<file path="src/rtl/memory_response_latency_simulator_if.sv">
// memory_response_latency_simulator_if: push/response bus of the memory response latency model
//   master : memory/consumer side (drives push_*, resp_ready)
//   slave  : the latency model (drives push_ready, resp_*, occupancy)
interface memory_response_latency_simulator_if #(
   parameter int QUEUE_SIZE = 8,
   parameter int DATA_WIDTH = 64,
   parameter int TAG_WIDTH  = 4
);
   logic                          push_valid;
   logic                          push_ready;
   logic [DATA_WIDTH-1:0]         push_data;
   logic [TAG_WIDTH-1:0]          push_tag;
   logic                          resp_valid;
   logic                          resp_ready;
   logic [DATA_WIDTH-1:0]         resp_data;
   logic [TAG_WIDTH-1:0]          resp_tag;
   logic [$clog2(QUEUE_SIZE):0]   occupancy;
   modport master (
      output push_valid, push_data, push_tag, resp_ready,
      input  push_ready, resp_valid, resp_data, resp_tag, occupancy
   );
   modport slave (
      input  push_valid, push_data, push_tag, resp_ready,
      output push_ready, resp_valid, resp_data, resp_tag, occupancy
   );
endinterface

</file>
<file path="src/rtl/memory_response_latency_simulator.sv">
// memory_response_latency_simulator: in-order response FIFO releasing each entry after a pseudo-random delay
//   clk, rst    : clock, asynchronous active-high reset
//   bus (slave) : push_valid/push_ready/push_data/push_tag in, resp_valid/resp_ready/resp_data/resp_tag out,
//                 occupancy = current entry count
//   MEM_RESP_SIM_FIXED_LATENCY_EN : when defined, every entry waits FLUCTUATION_RANGE-1 cycles and the
//                 random generator stays at its seed
//   Simulation-only: building with RSD_SYNTHESIS defined stops elaboration.
module memory_response_latency_simulator #(
   parameter int          QUEUE_SIZE        = 8,
   parameter int          DATA_WIDTH        = 64,
   parameter int          TAG_WIDTH         = 4,
   parameter int          FLUCTUATION_RANGE = 8,
   parameter logic [31:0] RAND_SEED         = 32'h0000_0001
) (
   input logic clk,
   input logic rst,
   memory_response_latency_simulator_if.slave bus
);
   localparam int PW = $clog2(QUEUE_SIZE);
   typedef enum logic [1:0] {IDLE, WAIT, PRESENT} state_t;
`ifdef RSD_SYNTHESIS
   if (1) begin : g_sim_only
      $error("memory_response_latency_simulator is a simulation-only model");
   end
`endif
   if (RAND_SEED == 32'd0) begin : g_bad_seed
      $error("RAND_SEED must be nonzero");
   end
   if (QUEUE_SIZE < 2 || (QUEUE_SIZE & (QUEUE_SIZE - 1)) != 0) begin : g_bad_depth
      $error("QUEUE_SIZE must be a power of two >= 2");
   end
   if (FLUCTUATION_RANGE < 1) begin : g_bad_range
      $error("FLUCTUATION_RANGE must be >= 1");
   end
   state_t                state, state_nxt;
   logic [DATA_WIDTH-1:0] data_q [QUEUE_SIZE];
   logic [TAG_WIDTH-1:0]  tag_q  [QUEUE_SIZE];
   logic [PW-1:0]         head, tail;
   logic [PW:0]           occ;
   logic [31:0]           count, rnd, target;
   logic                  push, pop, resp_valid;
   function automatic logic [31:0] xorshift32(input logic [31:0] x);
      logic [31:0] y;
      y = x ^ (x << 13);
      y = y ^ (y >> 17);
      return y ^ (y << 5);
   endfunction
`ifdef MEM_RESP_SIM_FIXED_LATENCY_EN
   assign target = 32'(FLUCTUATION_RANGE - 1);
`else
   assign target = rnd % 32'(FLUCTUATION_RANGE);
`endif
   assign push           = bus.push_valid && bus.push_ready;
   assign pop            = resp_valid && bus.resp_ready;
   assign bus.push_ready = occ != (PW + 1)'(QUEUE_SIZE);
   assign bus.occupancy  = occ;
   assign bus.resp_valid = resp_valid;
   assign bus.resp_data  = data_q[head];
   assign bus.resp_tag   = tag_q[head];
   always_ff @(posedge clk or posedge rst)
      if (rst) begin
         state <= IDLE;
         count <= '0;
      end else begin
         state <= state_nxt;
         count <= (state == WAIT && count != target) ? count + 32'd1 : 32'd0;
      end
   // After a pop the next state looks only at what remains; an entry pushed in the same cycle
   // is picked up one cycle later through IDLE.
   always_comb begin
      state_nxt = state == IDLE ? (occ != '0 ? WAIT : IDLE) :
                  state == WAIT ? (count == target ? PRESENT : WAIT) :
                  (bus.resp_ready ? (occ != (PW + 1)'(1) ? WAIT : IDLE) : PRESENT);
   end
   always_comb begin
      resp_valid = state == PRESENT;
   end
   always_ff @(posedge clk or posedge rst)
      if (rst) begin
         head <= '0;
         tail <= '0;
         occ  <= '0;
         rnd  <= RAND_SEED;
      end else begin
         head <= pop ? head + 1'b1 : head;
         tail <= push ? tail + 1'b1 : tail;
         occ  <= occ + {{PW{1'b0}}, push} - {{PW{1'b0}}, pop};
`ifndef MEM_RESP_SIM_FIXED_LATENCY_EN
         rnd  <= pop ? xorshift32(rnd) : rnd;
`endif
      end
   always_ff @(posedge clk)
      if (push) begin
         data_q[tail] <= bus.push_data;
         tag_q[tail]  <= bus.push_tag;
      end
   a_valid_held: assert property (@(posedge clk) disable iff (rst)
      resp_valid && !bus.resp_ready |=> resp_valid);
endmodule

</file>
<file path="src/flat_wrapper.sv">
// flat-port wrapper written by rule: the top's interface ports become plain ports
module memory_response_latency_simulator_flat 
#(
   parameter int          QUEUE_SIZE        = 8,
   parameter int          DATA_WIDTH        = 64,
   parameter int          TAG_WIDTH         = 4,
   parameter int          FLUCTUATION_RANGE = 8,
   parameter logic [31:0] RAND_SEED         = 32'h0000_0001
)
  (clk, rst, bus_push_valid, bus_push_data, bus_push_tag, bus_resp_ready, bus_push_ready, bus_resp_valid, bus_resp_data, bus_resp_tag, bus_occupancy);
  memory_response_latency_simulator_if #(.QUEUE_SIZE(QUEUE_SIZE), .DATA_WIDTH(DATA_WIDTH), .TAG_WIDTH(TAG_WIDTH)) bus_i ();
  input logic clk;
  input logic rst;
  input wire logic [$bits(bus_i.push_valid)-1:0] bus_push_valid;
  input wire logic [$bits(bus_i.push_data)-1:0] bus_push_data;
  input wire logic [$bits(bus_i.push_tag)-1:0] bus_push_tag;
  input wire logic [$bits(bus_i.resp_ready)-1:0] bus_resp_ready;
  output wire logic [$bits(bus_i.push_ready)-1:0] bus_push_ready;
  output wire logic [$bits(bus_i.resp_valid)-1:0] bus_resp_valid;
  output wire logic [$bits(bus_i.resp_data)-1:0] bus_resp_data;
  output wire logic [$bits(bus_i.resp_tag)-1:0] bus_resp_tag;
  output wire logic [$bits(bus_i.occupancy)-1:0] bus_occupancy;
  assign bus_i.push_valid = bus_push_valid;
  assign bus_i.push_data = bus_push_data;
  assign bus_i.push_tag = bus_push_tag;
  assign bus_i.resp_ready = bus_resp_ready;
  assign bus_push_ready = bus_i.push_ready;
  assign bus_resp_valid = bus_i.resp_valid;
  assign bus_resp_data = bus_i.resp_data;
  assign bus_resp_tag = bus_i.resp_tag;
  assign bus_occupancy = bus_i.occupancy;
  memory_response_latency_simulator #(.QUEUE_SIZE(QUEUE_SIZE), .DATA_WIDTH(DATA_WIDTH), .TAG_WIDTH(TAG_WIDTH), .FLUCTUATION_RANGE(FLUCTUATION_RANGE), .RAND_SEED(RAND_SEED)) u_core (.clk(clk), .rst(rst), .bus(bus_i));
endmodule
</file>
<file path="config.mk">
export PLATFORM = sky130hd
export DESIGN_NAME = memory_response_latency_simulator_flat
export DESIGN_NICKNAME = d
export VERILOG_FILES = /design/src/rtl/memory_response_latency_simulator_if.sv /design/src/rtl/memory_response_latency_simulator.sv /design/src/flat_wrapper.sv
export SDC_FILE = /design/constraint.sdc
export NUM_CORES = 1
export LEC_CHECK = 0
export BUFFER_PORTS_ARGS = -buffer_cell sky130_fd_sc_hd__buf_2
export CAP_MARGIN = 10
export CORE_MARGIN = 2
export CORE_UTILIZATION = 55
export CTS_CLUSTER_DIAMETER = 60
export DETAILED_ROUTE_END_ITERATION = 6
export GPL_TIMING_DRIVEN = 0
export PLACE_DENSITY = 0.85
export SYNTH_ARGS = -nofsm -noshare
export SYNTH_HDL_FRONTEND = slang
export SYNTH_SLANG_ARGS = --single-unit
export TNS_END_PERCENT = 1
</file>
<file path="constraint.sdc">
create_clock -name clk -period 5.9 [get_ports clk]
set_input_delay 0.295 -clock clk [delete_from_list [all_inputs] [get_ports clk]]
set_output_delay 0.295 -clock clk [all_outputs]
set_load 0.02 [all_outputs]
</file>
==> metrics.csv <==
stage,metric,value,unit
drt,DR DRC count,0,
setup_path,Worst Path Required,5610,ps
cells_and_area,Finished Layout Cells,2142,
setup_path,r2r startpoint,u_core.bus.occupancy[2],
power_and_ir_drop,Leakage,10.08,nW
floorplan,Die H,214.8,um
flow_run,MaxCap Viol Count,0,
floorplan,core area,0.04403,sq mm
setup_path,Reg-to-Reg End,u_core.data_q[6][19],
setup_path,CP arrival,3390,ps
clock_tree,H-tree levels,2,
clock_tree,"Reg clk slew, reported paths",60,ps
place,Buffers on Ports,145,
setup_path,R2R cell count,8,
global_routing,GRT Util Overall,0.2232,
synthesis,asr flop ratio synth,0.1226,
floorplan,Die X,214.8,um
timing,fmax,0.2717,GHz
clock_tree,clk root buf,clkbuf_16,
timing,RSZ-0062 raised after global routing,false,
worst_hold_path,Worst Hold Class,in2async,
setup_path,"Max stage delay cell, worst path",clkbuf_1,
clock_tree,worst skew pair latency,620,ps
floorplan,initial core utilization,0.5553,
drt,M1 wire length,20590,um
floorplan,Boundary Pins,146,
drt,vias,12330,
global_routing,vias in the first global route,13030,
timing,crit share post-route,0.6239,
timing,Final setup viols,0,
synthesis,#FFs+latches synth,620,
global_routing,first-pass GRT wire length,77420,um
power_and_ir_drop,Power Density,466.0,mW/mm^2
timing,"Hold Violations, Final",0,
synthesis,sequential element share of the synthesized area,0.7459,
synthesis,post-synthesis average cell area,20.50,sq um
global_routing,initial antenna violation count,4,
cells_and_area,final core occ,0.6645,
setup_path,CP Capture Type,output pin,
synthesis,post-synth cell types,40,
setup_path,kind of critical path,reg2out,
drt,drt wl/cell,23.48,um
timing,minimum clock period,3681,ps
synthesis,post-synthesis net count,1275,
setup_path,worst-path cell chain,clkbuf_1 > clkbuf_1 > buf_1 > mux2_2 > buf_2,
setup_path,"slowest stage delay, CP",660,ps
clock_tree,Post-CTS Setup Inserts,0,
setup_path,Crit path top cell by count,clkbuf_1,
setup_path,Startpoint Class,register,
synthesis,largest cells by area after synthesis,"edfxtp_1 67%, mux4_2 13%, dfrtp_1 7.7%",
place,post-DP HPWL,29640,um
synthesis,"Primary FF master, synth",edfxtp_1,
power_and_ir_drop,Pwr Total,13.63,mW
timing,Setup Skew,17.23,ps
drt,uppermost layer routed,met5,
synthesis,Yosys top cell by area,edfxtp_1,
clock_tree,clock sink count,620,
synthesis,YS warnings,0,
drt,Met3 Wirelength,3161,um
global_routing,largest net degree at the start of global routing,66,
timing,relative slew slack,0.3380,
global_routing,grt ovf,0,
cells_and_area,fraction of layout cells with a size suffix above 1,0.3286,
floorplan,# rows,77,
drt,vias per std cell,5.754,
synthesis,post-synthesis cell count,1193,
cells_and_area,"Area growth, synth to finish",19.66,%
drt,met2 wire len,25260,um
place,Area after DPL,0.02654,sq mm
cells_and_area,finished layout cell area,0.02926,sq mm
synthesis,synth cell count leaders,"544 x edfxtp_1, 136 x mux4_2, 83 x xnor2_1",
synthesis,Synth top area share,0.6681,
setup_path,r2r setup slk,2970,ps
drt,drt total wl,50300,um
cells_and_area,Final nets,1582,
drt,1st-iter DRT viols,1078,
power_and_ir_drop,worst vdd ir,0.0003348,V
synthesis,Post-synth EDFFs,544,
timing,setup TNS,0,ps
timing,"Slew Viols, Final",0,
timing,worst slew pin tran,990.6,ps
floorplan,Die Area,0.04616,sq mm
place,gpl congestion,0.7682,
synthesis,Synth Cell Area,0.02445,sq mm
clock_tree,CTS Buf Count,61,
drt,antenna-violating nets left,0,
clock_tree,deepest clock path buffer count,3,
run_status,run status,completed,
setup_path,worst-path fanout max,10,
synthesis,most frequent cell after synthesis,edfxtp_1,
clock_tree,CTS tree,done,
drt,first-pass iteration count of the detailed router,5,
place,placed instance count,1959,
## how the worst max path moves through the flow
stage | start | endpoint | slack [ps]
3_5_place_dp | u_core.head[2] | bus_resp_data[45] | 2850
2_1_floorplan | u_core.bus.occupancy[2] | u_core.data_q[1][0] | -730
4_1_cts | u_core.head[2] | bus_resp_data[45] | 2160
5_1_grt | u_core.head[2] | bus_resp_data[45] | 2090
3_3_place_gp | u_core.bus.occupancy[2] | u_core.data_q[1][38] | -4990
6_report | u_core.head[2] | bus_resp_data[45] | 2220
## metrics by stage
stage	hold WS (ps)	setup slack [ps]
after floorplan	393.9	-729.4
after global placement	476.2	-4991
after detailed placement	238.9	2853
after CTS	117.0	2160
after global routing	157.0	2089
final	144.2	2219
## cell families after synthesis
kind of cell	after synthesis	share of synthesized area
flops	620	0.7459
mux	206	0.1575
simple gates	155	0.03081
xor+xnor	129	0.04621
buf+inv	65	0.01162
fa+ha+maj	10	0.005424
compound gates	8	0.002508
## worst max-delay path, delay by kind of cell, from the launching register on
kind / cells / cell delay [ps]
muxes: 1 / 440
DFF: 1 / 330
buffers and inverters: 4 / 2000
## layout make-up
type / instances / area, sq um
Sequential cell: 620 / 18240
Fill cell: 2780 / 14770
Multi-Input combinational cell: 508 / 5989
Timing Repair Buffer: 244 / 1984
Clock buffer: 71 / 1595
Tap cell: 592 / 740.7
Clock inverter: 41 / 419.2
Buffer: 50 / 227.7
Inverter: 15 / 58.81
Antenna cell: 1 / 2.502
## metal layers
metal | GRT usage | up-vias
met5 | 0 | -
met4 | 0.06968 | 6
met3 | 0.04345 | 92
met2 | 0.3666 | 464
met1 | 0.3067 | 6398
li1 | - | 5365
## flip-flops by register name, indices dropped and copies added, names as in the netlist
| register | flops |
|---|---|
| u_core.count | 32 |
| u_core.bus.occupancy | 4 |
| u_core.state | 2 |
| u_core.tag_q | 32 |
| u_core.head | 3 |
| u_core.data_q | 512 |
| u_core.rnd | 32 |
| u_core.tail | 3 |
## report_power, final
part	internal [mW]	switching (mW)
combinational	1.84	2.35
sequential	5.41	0.169
clock	2.24	1.62
total	9.50	4.14
## placed cells by master (no fill, tap or decap), types with 3 or more instances in the layout
cell / netlist / routed
nand4_1: 10 / 10
nand3_1: 13 / 13
buf_6: 1 / 9
nor2_1: 52 / 46
clkinv_1: 0 / 12
buf_1: 3 / 3
xor2_1: 46 / 46
nor2_4: 0 / 6
xnor2_1: 83 / 83
mux2_2: 70 / 70
clkbuf_16: 0 / 62
and4_1: 4 / 4
nand2b_1: 3 / 3
clkbuf_1: 28 / 36
ha_1: 9 / 9
dfrtp_1: 75 / 75
buf_2: 14 / 159
bufinv_16: 0 / 7
clkinv_2: 0 / 12
and3_1: 3 / 3
buf_12: 0 / 13
nand2_1: 41 / 41
buf_4: 4 / 4
clkinvlp_4: 0 / 3
edfxtp_1: 544 / 544
nor3_1: 9 / 7
buf_16: 0 / 7
nor4_1: 9 / 9
mux4_2: 136 / 136
dlygate4sd3_1: 0 / 70
and4_2: 3 / 3
inv_1: 14 / 13
## what timing repair did
item                                   4_1_cts  5_1_grt
endpoints found under the hold margin      621        0
gates resized for setup                      0        0
hold buffers                                70        0
(Power assumes the default switching activity.)
